### src/rtl/mpu_bus_initiator_pkg.sv
// Shared definitions for the ChronoCube MPU bus initiator: address map widths,
// MEM_CTRL location, FSM states and the host-to-MPU address mapping.
package mpu_bus_initiator_pkg;

  localparam int PAGE_OFFSET_WIDTH = 15;
  localparam int BANK_WIDTH        = 8;
  localparam int HOST_ADDR_WIDTH   = PAGE_OFFSET_WIDTH + BANK_WIDTH;
  localparam int MPU_ADDR_WIDTH    = PAGE_OFFSET_WIDTH + 1;

  localparam logic [MPU_ADDR_WIDTH-1:0] MEM_CTRL_ADDR_DEFAULT = 16'h0000;

  typedef enum logic [2:0] {
    ST_IDLE,
    ST_BANK_WR,
    ST_BANK_GAP,
    ST_ACCESS,
    ST_RESP
  } state_t;

  // Bank 0 lives in the fixed lower page; every other bank appears in the upper page.
  function automatic logic [MPU_ADDR_WIDTH-1:0] map_mpu_addr(
    input logic [BANK_WIDTH-1:0]        bank,
    input logic [PAGE_OFFSET_WIDTH-1:0] offset
  );
    return {(bank != '0), offset};
  endfunction

endpackage

### src/rtl/mpu_bus_initiator_if.sv
// Host request/response handshake plus the active-low ChronoCube MPU bus.
// The master modport is the initiator's view; slave is the host/bus-side view.
interface mpu_bus_initiator_if;
  import mpu_bus_initiator_pkg::*;

  logic                       req_valid;
  logic                       req_ready;
  logic                       req_write;
  logic [HOST_ADDR_WIDTH-1:0] req_addr;
  logic [1:0]                 req_be;
  logic [15:0]                req_wdata;
  logic                       rsp_valid;
  logic [15:0]                rsp_rdata;
  logic                       _mpu_en;
  logic                       _mpu_rd;
  logic                       _mpu_wr;
  logic [1:0]                 _mpu_be;
  logic [MPU_ADDR_WIDTH-1:0]  mpu_addr;
  logic [15:0]                mpu_data_out;
  logic [15:0]                mpu_data_in;

  modport master (
    input  req_valid, req_write, req_addr, req_be, req_wdata, mpu_data_in,
    output req_ready, rsp_valid, rsp_rdata,
    output _mpu_en, _mpu_rd, _mpu_wr, _mpu_be, mpu_addr, mpu_data_out
  );

  modport slave (
    output req_valid, req_write, req_addr, req_be, req_wdata, mpu_data_in,
    input  req_ready, rsp_valid, rsp_rdata,
    input  _mpu_en, _mpu_rd, _mpu_wr, _mpu_be, mpu_addr, mpu_data_out
  );

endinterface

### src/rtl/mpu_bus_initiator_wait_timer.sv
// Loadable down-counter that times how long the bus strobes stay low.
// done is high while the count sits at zero, i.e. on the last cycle of a timed phase.
module mpu_bus_initiator_wait_timer #(
  parameter int WIDTH = 2
) (
  input  logic             clk,
  input  logic             rst_n,
  input  logic             load,
  input  logic [WIDTH-1:0] value,
  output logic             done
);

  logic [WIDTH-1:0] count;

  always_ff @(posedge clk or negedge rst_n) begin
    if (!rst_n) begin
      count <= '0;
    end else if (load) begin
      count <= value;
    end else if (count != '0) begin
      count <= count - 1'b1;
    end
  end

  assign done = (count == '0);

endmodule

### src/rtl/mpu_bus_initiator.sv
// Host-side initiator for the ChronoCube MPU bus: turns valid/ready requests into
// registered active-low bus cycles, inserting a MEM_CTRL bank write on a bank-cache miss.
module mpu_bus_initiator
  import mpu_bus_initiator_pkg::*;
#(
  parameter int                        RD_WAIT       = 2,
  parameter int                        WR_WAIT       = 1,
  parameter logic [MPU_ADDR_WIDTH-1:0] MEM_CTRL_ADDR = MEM_CTRL_ADDR_DEFAULT
) (
  input logic                 clk,
  input logic                 rst_n,
  mpu_bus_initiator_if.master bus
);

  localparam int MAX_WAIT = (RD_WAIT > WR_WAIT) ? RD_WAIT : WR_WAIT;
  localparam int TW       = $clog2(MAX_WAIT) + 1;
  localparam logic [TW-1:0] RD_LOAD = TW'(RD_WAIT - 1);
  localparam logic [TW-1:0] WR_LOAD = TW'(WR_WAIT - 1);

  state_t                       state, state_nx;
  logic                         lat_write;
  logic [BANK_WIDTH-1:0]        lat_bank;
  logic [PAGE_OFFSET_WIDTH-1:0] lat_offset;
  logic [1:0]                   lat_be;
  logic [15:0]                  lat_wdata;
  logic [BANK_WIDTH-1:0]        cache_bank;
  logic                         cache_valid;
  logic [BANK_WIDTH-1:0]        in_bank;
  logic [PAGE_OFFSET_WIDTH-1:0] in_offset;
  logic                         accept, bank_miss, ctrl_write_hit;
  logic                         tmr_load, tmr_done;
  logic [TW-1:0]                tmr_value;
  logic                         en_n_nx, rd_n_nx, wr_n_nx, ready_nx, rsp_nx, capture;
  logic [1:0]                   be_n_nx;
  logic [MPU_ADDR_WIDTH-1:0]    addr_nx;
  logic [15:0]                  dout_nx;

  assign in_bank   = bus.req_addr[HOST_ADDR_WIDTH-1:PAGE_OFFSET_WIDTH];
  assign in_offset = bus.req_addr[PAGE_OFFSET_WIDTH-1:0];
  assign accept    = (state == ST_IDLE) && bus.req_valid && bus.req_ready;
  assign bank_miss = (in_bank != '0) && !(cache_valid && (cache_bank == in_bank));

  // A host write of MEM_CTRL's upper byte moves the bank register behind our back.
  assign ctrl_write_hit = lat_write && (lat_bank == '0) && lat_be[1] &&
                          (map_mpu_addr(lat_bank, lat_offset) == MEM_CTRL_ADDR);

  mpu_bus_initiator_wait_timer #(.WIDTH(TW)) u_timer (
    .clk   (clk),
    .rst_n (rst_n),
    .load  (tmr_load),
    .value (tmr_value),
    .done  (tmr_done)
  );

  always_ff @(posedge clk or negedge rst_n) begin
    if (!rst_n) begin
      state <= ST_IDLE;
    end else begin
      state <= state_nx;
    end
  end

  // Next state and next bus values; outputs are registered so they line up with the state.
  always_comb begin
    state_nx  = state;
    tmr_load  = 1'b0;
    tmr_value = '0;
    en_n_nx   = 1'b1;
    rd_n_nx   = 1'b1;
    wr_n_nx   = 1'b1;
    be_n_nx   = 2'b11;
    addr_nx   = bus.mpu_addr;
    dout_nx   = bus.mpu_data_out;
    ready_nx  = 1'b0;
    rsp_nx    = 1'b0;
    capture   = 1'b0;
    unique case (state)
      ST_IDLE: begin
        ready_nx = 1'b1;
        if (accept) begin
          ready_nx = 1'b0;
          tmr_load = 1'b1;
          en_n_nx  = 1'b0;
          if (bank_miss) begin
            state_nx  = ST_BANK_WR;
            tmr_value = WR_LOAD;
            wr_n_nx   = 1'b0;
            be_n_nx   = 2'b01;
            addr_nx   = MEM_CTRL_ADDR;
            dout_nx   = {in_bank, 8'h00};
          end else begin
            state_nx  = ST_ACCESS;
            tmr_value = bus.req_write ? WR_LOAD : RD_LOAD;
            rd_n_nx   = bus.req_write;
            wr_n_nx   = !bus.req_write;
            be_n_nx   = ~bus.req_be;
            addr_nx   = map_mpu_addr(in_bank, in_offset);
            dout_nx   = bus.req_write ? bus.req_wdata : 16'h0000;
          end
        end
      end
      ST_BANK_WR: begin
        if (tmr_done) begin
          state_nx = ST_BANK_GAP;
        end else begin
          en_n_nx = 1'b0;
          wr_n_nx = 1'b0;
          be_n_nx = 2'b01;
        end
      end
      ST_BANK_GAP: begin
        state_nx  = ST_ACCESS;
        tmr_load  = 1'b1;
        tmr_value = lat_write ? WR_LOAD : RD_LOAD;
        en_n_nx   = 1'b0;
        rd_n_nx   = lat_write;
        wr_n_nx   = !lat_write;
        be_n_nx   = ~lat_be;
        addr_nx   = map_mpu_addr(lat_bank, lat_offset);
        dout_nx   = lat_write ? lat_wdata : 16'h0000;
      end
      ST_ACCESS: begin
        if (tmr_done) begin
          state_nx = ST_RESP;
          rsp_nx   = 1'b1;
          capture  = !lat_write;
        end else begin
          en_n_nx = 1'b0;
          rd_n_nx = lat_write;
          wr_n_nx = !lat_write;
          be_n_nx = ~lat_be;
        end
      end
      ST_RESP: begin
        state_nx = ST_IDLE;
        ready_nx = 1'b1;
      end
      default: state_nx = ST_IDLE;
    endcase
  end

  // Bus registers, request latch and the bank cache.
  always_ff @(posedge clk or negedge rst_n) begin
    if (!rst_n) begin
      bus._mpu_en      <= 1'b1;
      bus._mpu_rd      <= 1'b1;
      bus._mpu_wr      <= 1'b1;
      bus._mpu_be      <= 2'b11;
      bus.mpu_addr     <= '0;
      bus.mpu_data_out <= '0;
      bus.req_ready    <= 1'b1;
      bus.rsp_valid    <= 1'b0;
      bus.rsp_rdata    <= '0;
      lat_write        <= 1'b0;
      lat_bank         <= '0;
      lat_offset       <= '0;
      lat_be           <= '0;
      lat_wdata        <= '0;
      cache_bank       <= '0;
      cache_valid      <= 1'b0;
    end else begin
      bus._mpu_en      <= en_n_nx;
      bus._mpu_rd      <= rd_n_nx;
      bus._mpu_wr      <= wr_n_nx;
      bus._mpu_be      <= be_n_nx;
      bus.mpu_addr     <= addr_nx;
      bus.mpu_data_out <= dout_nx;
      bus.req_ready    <= ready_nx;
      bus.rsp_valid    <= rsp_nx;
      if (capture) begin
        bus.rsp_rdata <= bus.mpu_data_in;
      end
      if (accept) begin
        lat_write  <= bus.req_write;
        lat_bank   <= in_bank;
        lat_offset <= in_offset;
        lat_be     <= bus.req_be;
        lat_wdata  <= bus.req_wdata;
      end
      if ((state == ST_BANK_WR) && tmr_done) begin
        cache_bank  <= lat_bank;
        cache_valid <= 1'b1;
      end else if ((state == ST_RESP) && ctrl_write_hit) begin
        cache_bank  <= lat_wdata[15:8];
        cache_valid <= 1'b1;
      end
    end
  end

endmodule

### src/flat_wrapper.sv
// flat-port wrapper written by rule: the top's interface ports become plain ports
module mpu_bus_initiator_flat import mpu_bus_initiator_pkg::*;
#(
  parameter int                        RD_WAIT       = 2,
  parameter int                        WR_WAIT       = 1,
  parameter logic [MPU_ADDR_WIDTH-1:0] MEM_CTRL_ADDR = MEM_CTRL_ADDR_DEFAULT
)
  (clk, rst_n, bus_req_valid, bus_req_write, bus_req_addr, bus_req_be, bus_req_wdata, bus_mpu_data_in, bus_req_ready, bus_rsp_valid, bus_rsp_rdata, bus__mpu_en, bus__mpu_rd, bus__mpu_wr, bus__mpu_be, bus_mpu_addr, bus_mpu_data_out);
  mpu_bus_initiator_if bus_i ();
  input logic clk;
  input logic rst_n;
  input wire logic [$bits(bus_i.req_valid)-1:0] bus_req_valid;
  input wire logic [$bits(bus_i.req_write)-1:0] bus_req_write;
  input wire logic [$bits(bus_i.req_addr)-1:0] bus_req_addr;
  input wire logic [$bits(bus_i.req_be)-1:0] bus_req_be;
  input wire logic [$bits(bus_i.req_wdata)-1:0] bus_req_wdata;
  input wire logic [$bits(bus_i.mpu_data_in)-1:0] bus_mpu_data_in;
  output wire logic [$bits(bus_i.req_ready)-1:0] bus_req_ready;
  output wire logic [$bits(bus_i.rsp_valid)-1:0] bus_rsp_valid;
  output wire logic [$bits(bus_i.rsp_rdata)-1:0] bus_rsp_rdata;
  output wire logic [$bits(bus_i._mpu_en)-1:0] bus__mpu_en;
  output wire logic [$bits(bus_i._mpu_rd)-1:0] bus__mpu_rd;
  output wire logic [$bits(bus_i._mpu_wr)-1:0] bus__mpu_wr;
  output wire logic [$bits(bus_i._mpu_be)-1:0] bus__mpu_be;
  output wire logic [$bits(bus_i.mpu_addr)-1:0] bus_mpu_addr;
  output wire logic [$bits(bus_i.mpu_data_out)-1:0] bus_mpu_data_out;
  assign bus_i.req_valid = bus_req_valid;
  assign bus_i.req_write = bus_req_write;
  assign bus_i.req_addr = bus_req_addr;
  assign bus_i.req_be = bus_req_be;
  assign bus_i.req_wdata = bus_req_wdata;
  assign bus_i.mpu_data_in = bus_mpu_data_in;
  assign bus_req_ready = bus_i.req_ready;
  assign bus_rsp_valid = bus_i.rsp_valid;
  assign bus_rsp_rdata = bus_i.rsp_rdata;
  assign bus__mpu_en = bus_i._mpu_en;
  assign bus__mpu_rd = bus_i._mpu_rd;
  assign bus__mpu_wr = bus_i._mpu_wr;
  assign bus__mpu_be = bus_i._mpu_be;
  assign bus_mpu_addr = bus_i.mpu_addr;
  assign bus_mpu_data_out = bus_i.mpu_data_out;
  mpu_bus_initiator #(.RD_WAIT(RD_WAIT), .WR_WAIT(WR_WAIT), .MEM_CTRL_ADDR(MEM_CTRL_ADDR)) u_core (.clk(clk), .rst_n(rst_n), .bus(bus_i));
endmodule
### config.mk
export PLATFORM = sky130hd
export DESIGN_NAME = mpu_bus_initiator_flat
export DESIGN_NICKNAME = d
export VERILOG_FILES = /design/src/rtl/mpu_bus_initiator_pkg.sv /design/src/rtl/mpu_bus_initiator_if.sv /design/src/rtl/mpu_bus_initiator_wait_timer.sv /design/src/rtl/mpu_bus_initiator.sv /design/src/flat_wrapper.sv
export SDC_FILE = /design/constraint.sdc
export NUM_CORES = 1
export LEC_CHECK = 0
export BUFFER_PORTS_ARGS = -buffer_cell sky130_fd_sc_hd__buf_2
export CORE_MARGIN = 3
export CORE_UTILIZATION = 30
export DETAILED_ROUTE_END_ITERATION = 6
export GPL_TIMING_DRIVEN = 0
export PLACE_DENSITY = 0.55
export SYNTH_ARGS = -nofsm -noshare
export SYNTH_HDL_FRONTEND = slang
export SYNTH_HIERARCHICAL = 1
export SYNTH_SLANG_ARGS = --single-unit
### constraint.sdc
create_clock -name clk -period 2.16 [get_ports clk]
set_input_delay 0 -clock clk [delete_from_list [all_inputs] [get_ports clk]]
set_output_delay 0 -clock clk [all_outputs]
set_load 0.02 [all_outputs]
==> impl_metrics.ini, run 1 <==
[synthesis]
ys_seq_area_share_pct = 55.7
syn_area_sq_um = 5000
synth_top_family_by_area = simple AND/OR/NAND/NOR gates
synth_mux_area_share_pct = 5.40
synth_area_per_cell_sq_um = 10.3
synth-compound-area-share_pct = 13.1
synthSimpleGateAreaFrac_pct = 20.5
syn_inst = 487
netlist.area_leader.share_pct = 52.5
synthTopCellsByArea = dfrtp_1 53%, nand2_1 11%, dfstp_2 3.2%, o21ai_1 2.5%, a22oi_1 2.4%
synth_flop_cell = dfrtp_1
async_flop_share_pct = 100
synth.distinct_cells = 54
synth-xor-area-share_pct = 1.58
yosys.area_share.adder_pct = 0.250
yosys.area.top_type = dfrtp_1
ys_warn_count = 6
ys_ff_latch = 111
synth_edf_count = 0
synth_fp_nets = 549

[pwr]
ir_worst_vdd_mv = 0.460
leakagePower_nw = 3.19
p_total_w = 0.00933
power-per-cell-area_nw_per_um2 = 1380

[timing]
finalSetupViolCount = 0
slew_viol_final = 0
fin_crit_sh_pct = 91.0
max_slew.worst_pin.slew_ns = 0.666
tns_ns = 0
rsz0062_at_grt = false
fmax_mhz = 509
hold_violations = 0
relSlewSlack_pct = 55.6
fin_crit_ns = 1.97
finClkSkew_ns = 0.0113

[floorplanning]
die_area_sq_um = 18300
die_w_um = 135
die_y_um = 135
core.rowCount = 46
io_pins = 116
fp.coreArea_sq_um = 16100
start_util_pct = 31.0

[global_route]
grt_max_degree = 71
grt_pass1_wl_um = 23200
antenna_found_initial = 0
overflow = 0
first_global_vias = 4503
groute.usage.overall_pct = 16.1

[routing]
vias = 4273
drc_errors = 0
postRouteWirelength_um = 14400
drt-initial-drc-count = 214
first_pass_iters = 5
final_antenna_net_count = 0
avgRoutedWirePerCell_um = 16.1
routed_via_density = 4.78

[cells_and_area]
fin_util_pct = 42.0
final_cell_mix = 146 x nand2_1, 126 x buf_2, 105 x dfrtp_1
final_common_cell = nand2_1
n_antenna_cell = 0
drive_gt1_share_pct = 27.6
area_growth_pct = 35.5
final_area_sq_um = 6780
nets = 735

[clock_tree]
post-cts-setup-buffers = 0
clkSlewWorstSetupHoldPaths_ns = 0.08
clk_latency_ns = 0.36
cts_buffers = 9
cts.sinks = 111
cts_resized = 0
cts_buffer_depth = 2
cts_root_buf = clkbuf_16
cts_tree = done
htreeDepth = 3
cts_hold_buf = 59

[run]
maxCapViolCount = 0

[worst_setup_path]
worstSetupStartpointType = flop
worstSetupPathType = flop to flop
crit_fanout = 10
cp-end-kind = flop
cp.arrival_ns = 2.20
critical_path_required_ns = 2.40

[place]
hpwlAfterDp_um = 10200
place_congestion = 0.833
placed_cell_area_sq_um = 5880
portBuffers = 115

[hold_path]
hp-class = input pin to asynchronous set/reset pin

[status]
status = completed
-- synthesized netlist by cell type, types with 2 or more instances --
cell type    n
a211oi_2     8
nor3b_1      2
mux2_2       6
nor3_1       3
a311oi_1     7
nand3_1     10
dfstp_2      6
a21oi_1     10
o21ai_1     25
and3_1       9
and2_1       3
xnor2_1      6
nor3_2       2
nand2b_1     3
nor4_1       6
clkbuf_1    10
buf_4        3
nor2_4       2
or3_1        2
a221oi_2     3
mux2_1      10
o21ai_0      3
inv_1        4
buf_6        3
nor2_1      18
a22oi_1     16
a31oi_1      2
nand2_1    146
mux2i_1      9
nor4b_1      3
xor2_1       3
buf_2       12
nand2_2      2
a221oi_1     5
dfrtp_1    105
o31a_1       2
-- where the power goes --
group / internal [W] / leakage (nW) / switching, W / total, W
sequential: 0.00311 / 1.38 / 0.000667 / 0.00378
clock: 0.000924 / 0.152 / 0.000821 / 0.00174
combinational: 0.00148 / 1.66 / 0.00232 / 0.00380
-- final cells by class --
class	count	area [sq um]
plain buffers	28	154
fillers	1607	9340
inverters	5	18.8
flip-flops and latches	111	2790
repair buffers	175	1200
well taps	216	270
clock inverters	7	82.6
clock buffers	9	225
multi-input cells	343	2040
-- cell families after synthesis --
kind of cell | count (synthesis)
mux | 25
fa+ha+maj | 1
buf+inv | 33
xor+xnor | 9
other cells | 1
flops | 111
simple gates | 221
compound gates | 86
-- final timing paths --
path	end	from	depth (start not counted)	slack [ns]
max	u_core/bus.rsp_rdata[14]	u_core/u_timer/count[0]	6	0.19
min	u_core/bus.mpu_addr[10]	rst_n	2	0.16
max reg2reg	u_core/bus.rsp_rdata[14]	u_core/u_timer/count[0]	6	0.19
min reg2reg	u_core/bus._mpu_be[0]	u_core/lat_be[0]	1	0.43
max in group asynchronous	u_core/bus._mpu_rd	rst_n	3	1.20
min in group clk	u_core/bus.mpu_data_out[11]	bus_req_valid	3	0.17
-- per-layer routing --
metal	share of wire, %	track usage (%)	wire length [um]
met5	0	0	0
met4	2.3	6.72	325
met3	3.8	2.19	548
met2	49	26.8	7090
met1	45	21.2	6440
-- critical path, cell delays in order, from the launching register on --
cell	delay, ns
dfrtp_1	0.39
inv_1	0.06
ha_1	0.25
nand2_2	0.15
nor3_4	0.38
buf_4	0.27
mux2_1	0.34
-- state kept, by name (all words and copies together), names as in the netlist, 2 cells and up --
| name | flops |
|---|---|
| u_core/u_timer/count | 2 |
| u_core/bus.rsp_rdata | 16 |
| u_core/bus.mpu_addr | 16 |
| u_core/cache_bank | 8 |
| u_core/bus._mpu_be | 2 |
| u_core/bus.mpu_data_out | 16 |
| u_core/state | 3 |
| u_core/lat_offset | 15 |
| u_core/lat_be | 2 |
| u_core/lat_bank | 8 |
| u_core/lat_wdata | 16 |
-- stage by stage --
step	hold WS, ns	std cells	setup slack [ns]
detailed placement	0.0322	819	0.161
floorplan	-0.296	487	0.427
CTS	0.151	894	0.157
global route	0.195	894	0.00503
global placement	0.213	818	-0.230
finish	0.163	894	0.194
No activity file was read; power rests on OpenSTA's default activity.
==> inputs of run 2 (changes only) <==
--- a/config.mk
+++ b/config.mk
@@ -10,7 +10,6 @@
 export CORE_UTILIZATION = 30
 export DETAILED_ROUTE_END_ITERATION = 6
 export GPL_TIMING_DRIVEN = 0
-export PLACE_DENSITY = 0.55
 export SYNTH_ARGS = -nofsm -noshare
 export SYNTH_HDL_FRONTEND = slang
 export SYNTH_HIERARCHICAL = 1
==> run 2 against run 1 <==
Critical path depth increased by 1. Sequential share of layout area about the same. Critical path type unchanged. Design area about the same. Critical endpoint is now u_core/bus.mpu_addr[12]. Largest power group unchanged. Sequential power about the same.
==> impl_metrics.ini, run 2 (same netlist as run 1, synthesis figures left out) <==
[timing]
finalSetupViolCount = 0
finClkSkew_ns = 0.0103
fin_ws_ns = 0.242
relSlewSlack_pct = 57.2
holdWs_ns = 0.187
max_slew.worst_pin.slew_ns = 0.642
slew_viol_final = 0
fin_crit_ns = 1.92
rsz0062_at_grt = false
fin_crit_sh_pct = 88.8
fmax_mhz = 521
hold_violations = 0

[pwr]
power-per-cell-area_nw_per_um2 = 1370
p_total_w = 0.00930
ir_worst_vdd_mv = 0.531
leakagePower_nw = 3.18

[floorplanning]
fp.coreArea_sq_um = 16100
die_w_um = 135
die_y_um = 135
io_pins = 116
die_area_sq_um = 18300
core.rowCount = 46
start_util_pct = 31.0

[clock_tree]
cts_root_buf = clkbuf_16
htreeDepth = 3
cts_buffer_depth = 2
clkSlewWorstSetupHoldPaths_ns = 0.08
clk_latency_ns = 0.36
cts_buffers = 9
cts.sinks = 111
cts_tree = done

[cells_and_area]
nFillCells = 1597
final_cell_mix = 146 x nand2_1, 126 x buf_2, 105 x dfrtp_1
nets = 736
final_common_cell = nand2_1
area_growth_pct = 35.3
n_antenna_cell = 0
instances_no_fill = 895
fin_util_pct = 42.0
drive_gt1_share_pct = 27.5

[global_route]
overflow = 0
grt_pass1_wl_um = 23200
first_global_vias = 4528
groute.usage.overall_pct = 16.0
antenna_found_initial = 0
grt_max_degree = 65

[routing]
drc_errors = 0
final_antenna_net_count = 0
routed_via_density = 4.84
postRouteWirelength_um = 14500
vias = 4334
avgRoutedWirePerCell_um = 16.2
first_pass_iters = 5
drt-initial-drc-count = 237

[worst_setup_path]
worstSetupStartpointType = flop
crit_fanout = 10
cp_slowest_stage_delay_ns = 0.43
cp_cell_sequence = buf_4 > nor2_4 > and2_4 > buf_2 > clkbuf_1 > a22oi_1 > o21ai_1
cp-end-kind = flop
cp.arrival_ns = 2.20
slowest_stage = clkbuf_1
worstSetupPathType = flop to flop
critical_path_required_ns = 2.44

[place]
hpwlAfterDp_um = 10300
place_congestion = 0.832
portBuffers = 115
dpl.cell_count = 819
place_worst_setup_slack_ns = 0.117

[status]
status = completed

[run]
maxCapViolCount = 0

[hold_path]
hp-class = input pin to flop
[run 2: worst paths after layout]
path | start | endpoint | slack [ns] | depth (start not counted)
max | u_core/state[2] | u_core/bus.mpu_addr[12] | 0.24 | 7
max reg2reg | u_core/state[2] | u_core/bus.mpu_addr[12] | 0.24 | 7
min reg2reg | u_core/lat_be[0] | u_core/bus._mpu_be[0] | 0.45 | 1
max in group asynchronous | rst_n | u_core/bus._mpu_be[0] | 1.16 | 3
min | bus_req_valid | u_core/bus.req_ready | 0.19 | 4
min in group asynchronous | rst_n | u_core/lat_bank[4] | 0.22 | 2
[run 2: power by group]
| part | total, W | leakage, nW | switching [W] | internal [W] |
|---|---|---|---|---|
| Clock | 0.00163 | 0.139 | 0.000795 | 0.000837 |
| Sequential | 0.00381 | 1.38 | 0.000691 | 0.00311 |
| Combinational | 0.00386 | 1.66 | 0.00237 | 0.00149 |
| Total | 0.00930 | 3.18 | 0.00386 | 0.00544 |
[run 2: cell type report]
cell class / count / area, sq um / area share (%)
inverter: 5 / 18.8 / 0.277
tap: 216 / 270 / 3.99
clock inverter: 5 / 45.0 / 0.665
buffer: 28 / 154 / 2.27
timing repair buffer: 176 / 1200 / 17.8
clock buffer: 11 / 243 / 3.59
sequential: 111 / 2790 / 41.1
multi-input combinational: 343 / 2050 / 30.3
[run 2: critical path: cells and delay by family (launching register included)]
kind / cells / cell delay, ns
buffers and inverters: 3 / 0.89
DFF: 1 / 0.37
and+or+nand+nor: 2 / 0.33
AOI/OAI and AO/OA: 2 / 0.24
[run 2: stage by stage]
step | instance area, sq um | setup TNS, ns
floorplan | 5000 | 0
global placement | 5850 | -21.75
detailed placement | 5880 | 0
CTS | 6760 | 0
global route | 6770 | 0
finish | 6770 | 0
[run 2: layer usage]
| layer | global-route usage, % | wire, um |
|---|---|---|
| met4 | 4.76 | 261 |
| met1 | 20.3 | 6440 |
| met5 | 0 | 0 |
| met3 | 3.45 | 681 |
| met2 | 27.4 | 7140 |
[run 2: repair_timing]
action,CTS,global route
hold buffers,59,0
hold endpoints to repair,127,0
setup endpoints to repair,0,18
resized for setup,0,1
buffers inserted,0,1
